File: config.mk
export PLATFORM = sky130hd
export DESIGN_NAME = seq_pattern_detector
export DESIGN_NICKNAME = d
export VERILOG_FILES = /design/src/rtl/seq_det_pkg.sv /design/src/rtl/sat_counter.sv /design/src/rtl/seq_pattern_detector.sv
export SDC_FILE = /design/constraint.sdc
export NUM_CORES = 1
export LEC_CHECK = 0
export ABC_CLOCK_PERIOD_IN_PS = 5880
export CAP_MARGIN = 0
export CORE_MARGIN = 4
export CORE_UTILIZATION = 53
export DETAILED_ROUTE_END_ITERATION = 8
export PLACE_DENSITY = 0.84
export SLEW_MARGIN = 30
export SYNTH_ARGS = -nofsm -noshare
export SYNTH_HDL_FRONTEND = slang
export SYNTH_HIERARCHICAL = 1
export SYNTH_SLANG_ARGS = --single-unit
File: constraint.sdc
create_clock -name clk -period 5.88 [get_ports clk]
set_clock_uncertainty 0.1 [all_clocks]
set_input_delay 1.176 -clock clk [delete_from_list [all_inputs] [get_ports clk]]
set_output_delay 1.176 -clock clk [all_outputs]
set_load 0.005 [all_outputs]
File: src/rtl/seq_det_pkg.sv
// Shared constants and helpers for the serial pattern detector.
package seq_det_pkg;
  localparam int MODE_MEALY = 0;
  localparam int MODE_MOORE = 1;

  // Width of a counter that must hold 0..pat_w inclusive.
  function automatic int fill_w(input int pat_w);
    return $clog2(pat_w + 1);
  endfunction
endpackage

File: src/rtl/sat_counter.sv
// Saturating up-counter with synchronous clear; clear wins over increment.
module sat_counter #(
  parameter int W = 8
) (
  input  logic         clk,
  input  logic         rst,
  input  logic         inc,
  input  logic         clr,
  output logic [W-1:0] cnt,
  output logic         sat
);
  logic [W-1:0] cnt_q, cnt_d;

  always_comb begin
    cnt_d = cnt_q;
    if (clr)                  cnt_d = '0;
    else if (inc && !(&cnt_q)) cnt_d = cnt_q + 1'b1;
  end

  always_ff @(posedge clk or posedge rst) begin
    if (rst) cnt_q <= '0;
    else     cnt_q <= cnt_d;
  end

  assign cnt = cnt_q;
  assign sat = &cnt_q;
endmodule

File: src/rtl/seq_pattern_detector.sv
// Serial pattern detector: flags when the last PAT_W enabled bits equal
// PATTERN, with Mealy/Moore output timing and optional overlap.
module seq_pattern_detector
  import seq_det_pkg::*;
#(
  parameter int               PAT_W   = 4,
  parameter logic [PAT_W-1:0] PATTERN = 4'b1011,
  parameter int               MODE    = MODE_MEALY,
  parameter int               OVERLAP = 1,
  parameter int               CNT_W   = 8
) (
  input  logic             clk,
  input  logic             rst,
  input  logic             data,
  input  logic             en,
  input  logic             clr,
  output logic             res,
  output logic [CNT_W-1:0] match_cnt,
  output logic             cnt_sat
);
  localparam int             FW       = fill_w(PAT_W);
  localparam logic [FW-1:0]  FILL_MAX = FW'(PAT_W);
  localparam logic [FW-1:0]  FILL_ARM = FW'(PAT_W - 1);

  // The oldest history bit is shifted out before it is ever compared,
  // so only PAT_W-1 bits of history need to be stored.
  logic [PAT_W-2:0] hist_q, hist_d;
  logic [PAT_W-1:0] window;
  logic [FW-1:0]    fill_q, fill_d;
  logic             res_q, res_d;
  logic             match_now;

  assign window    = {hist_q, data};
  assign match_now = en && (fill_q >= FILL_ARM) && (window == PATTERN);

  always_comb begin
    hist_d = hist_q;
    fill_d = fill_q;
    res_d  = match_now;
    if (en) begin
      hist_d = window[PAT_W-2:0];
      if (match_now && (OVERLAP == 0)) fill_d = '0;
      else if (fill_q != FILL_MAX)     fill_d = fill_q + 1'b1;
    end
  end

  always_ff @(posedge clk or posedge rst) begin
    if (rst) begin
      hist_q <= '0;
      fill_q <= '0;
      res_q  <= 1'b0;
    end else begin
      hist_q <= hist_d;
      fill_q <= fill_d;
      res_q  <= res_d;
    end
  end

  assign res = !rst && ((MODE == MODE_MOORE) ? res_q : match_now);

  sat_counter #(.W(CNT_W)) u_cnt (
    .clk (clk),
    .rst (rst),
    .inc (match_now),
    .clr (clr),
    .cnt (match_cnt),
    .sat (cnt_sat)
  );
endmodule

==> reports/metrics.cfg <==
[outcome]
outcome=complete, no violations

[floorplan]
io_pins=15
dieArea_mm2=0.00218
chipWidth_um=46.7
core_region_area_mm2=0.00135
initial_core_util=0.588
rows=13
die_h_um=46.7

[cells_and_area]
postLayoutCoreUtil=0.719
n_fill_cell=108
area_growth_pct=22.4
drive_gt1_frac=0.135
diodes=0
ff_latch_area_um2=350
layout.nets=100
multi_input_area_um2=417
final_cell_mix=14 x dfrtp_1, 14 x clkdlybuf4s50_1, 6 x inv_1, 6 x a21oi_1, 5 x nor3_1

[cts]
hold_buffers=0
cts_tree=built
cts_max_path_buffers=2
cts_buffers=3
path_clk_slew_ns=0.08
cts_resized=0
clk-insertion-delay-late_ns=0.27
cts.sinks=14
cts_root_buf=clkbuf_4
postCtsSetupRepairBufs=0
ctsHtreeMaxLevel=1

[global_routing]
grt_max_degree=12
antenna_found_initial=0
grt_usage=0.172
grt_pass1_wl_um=2630
grt_pass1_vias=601
grt-ovfl-total=0

[timing]
rsz0062_at_grt=false
final-setup-viol-count=0
period_share=0.670
period_minus_slack_ns=3.94
slew_headroom=0.564
fin_ws_ns=1.94
setup_tns_ns=0
tightestPinTransition_ns=0.649
hold_viol=0
drv_slew=0
fmax_mhz=254

[setup_path]
reg2regPathDepth=7
cp-end-kind=output pin
r2r_slack_ns=3.54
worstSetupPathType=in2out
startpoint_type=primary input
cp_max_fo=7
endpoint=res
r2r_end=u_cnt/cnt[3]
reg2reg_from=fill_q[1]
arrival_ns=2.66
crit_start=en
critical_path_required_ns=4.60

[synth]
synth_cells=73
ys_seq_area_frac=0.442
yosys_warnings=6
synth_top_area_frac=0.442
avgSynthCellArea_um2=10.9
syn_nets=82
yosys-top-cells-area=dfrtp_1 44%, ha_1 6.3%, mux2_2 4.3%, a21oi_1 3.8%, a211oi_1 3.8%
yosysTopAreaCell=dfrtp_1
synth_cell_type_count=27
ys_ff_latch=14
netlist_area_um2=793

[placement]
dp_hpwl_um=1170
gp_congestion=0.767
port_buffers=14
pre_cts_ws_ns=1.94

[min_path]
worst_hold_path_type=reg2reg

[route]
wl_um=1530
dr.pass1.iters=4
drt_iter0_drc=13
drc_errors=0
ant_nets=0
wl_per_cell_um=14.7
viasPerCell=5.89
num_vias=613

[pwr]
p_leak_nw=0.421
power.density_mw_per_mm2=247
ir_drop_mv=0.188

[flow_run]
maxCapViolations=0

cell families (layout without fill, tap and decap cells):
logic type / count (synthesis) / after routing / share of synthesized area
fa+ha+maj: 4 / 4 / 0.0631
xor+xnor: 1 / 1 / 0.0110
simple gates: 25 / 25 / 0.192
mux: 7 / 7 / 0.107
flops: 14 / 14 / 0.442
buf+inv: 7 / 23 / 0.0331
compound gates: 15 / 15 / 0.151
critical path, stage by stage:
cell	delay [ns]
clkdlybuf4s50_1	0.62
nand3_1	0.13
nor4_1	0.19
clkdlybuf4s50_1	0.55
how the worst min path moves through the flow:
stage / end / startpoint / cells after the start / slack, ns
5_1_grt: hist_q[2] / hist_q[2] / 1 / 0.45
3_5_place_dp: hist_q[2] / hist_q[2] / 1 / 0.40
2_1_floorplan: hist_q[2] / hist_q[2] / 1 / 0.38
3_3_place_gp: hist_q[2] / hist_q[2] / 1 / 0.39
4_1_cts: hist_q[2] / hist_q[2] / 1 / 0.42
6_report: hist_q[2] / hist_q[2] / 1 / 0.42
state kept, by name, summed over array words and instances, names as in the netlist:
signal	flops
u_cnt/cnt	8
fill_q	3
hist_q	3
cells in the mapped netlist, drive strengths merged:
| cell | instances |
|---|---|
| dfrtp | 14 |
| a21oi | 6 |
| inv | 6 |
| mux2 | 6 |
| nor3 | 5 |
| a211oi | 4 |
| ha | 4 |
| nand2b | 3 |
| nand3 | 3 |
| nand4 | 3 |
| nor2 | 3 |
| nor2b | 3 |
| a31oi | 2 |
| and3 | 2 |
| and4 | 2 |
| a21boi | 1 |
| clkbuf | 1 |
| mux2i | 1 |
| nor4 | 1 |
| o21a | 1 |
| o22ai | 1 |
| xnor2 | 1 |
power by group:
group	switching [W]	internal, W	leakage [nW]
Sequential	0.0000134	0.000111	0.182
Combinational	0.0000316	0.0000307	0.225
Clock	0.0000298	0.0000237	0.0138
stage by stage:
step	hold slack [ns]	power (W)	cell area, µm²	instances
after floorplan	0.382	0.000171	793	73
after global placement	0.395	0.000183	948	101
after detailed placement	0.398	0.000189	948	101
after CTS	0.416	0.000242	971	104
after global routing	0.452	0.000256	971	104
final	0.417	0.000240	971	104
per-layer routing:
layer,part of all wire,GRT usage,wire [µm],vias up
met1,0.46,0.220,708,295
met2,0.50,0.269,761,17
met3,0.041,0.0508,63,0
li1,-,-,-,301
met5,0,0,0,-
met4,0,0.0718,0,0
cell type report:
cell class	instances	area share
well taps	15	0.0193
multi-input cells	52	0.429
repair buffers	14	0.144
inverters	6	0.0232
flip-flops and latches	14	0.361
clock buffers	3	0.0232
No activity file was read; power rests on OpenSTA's default activity.
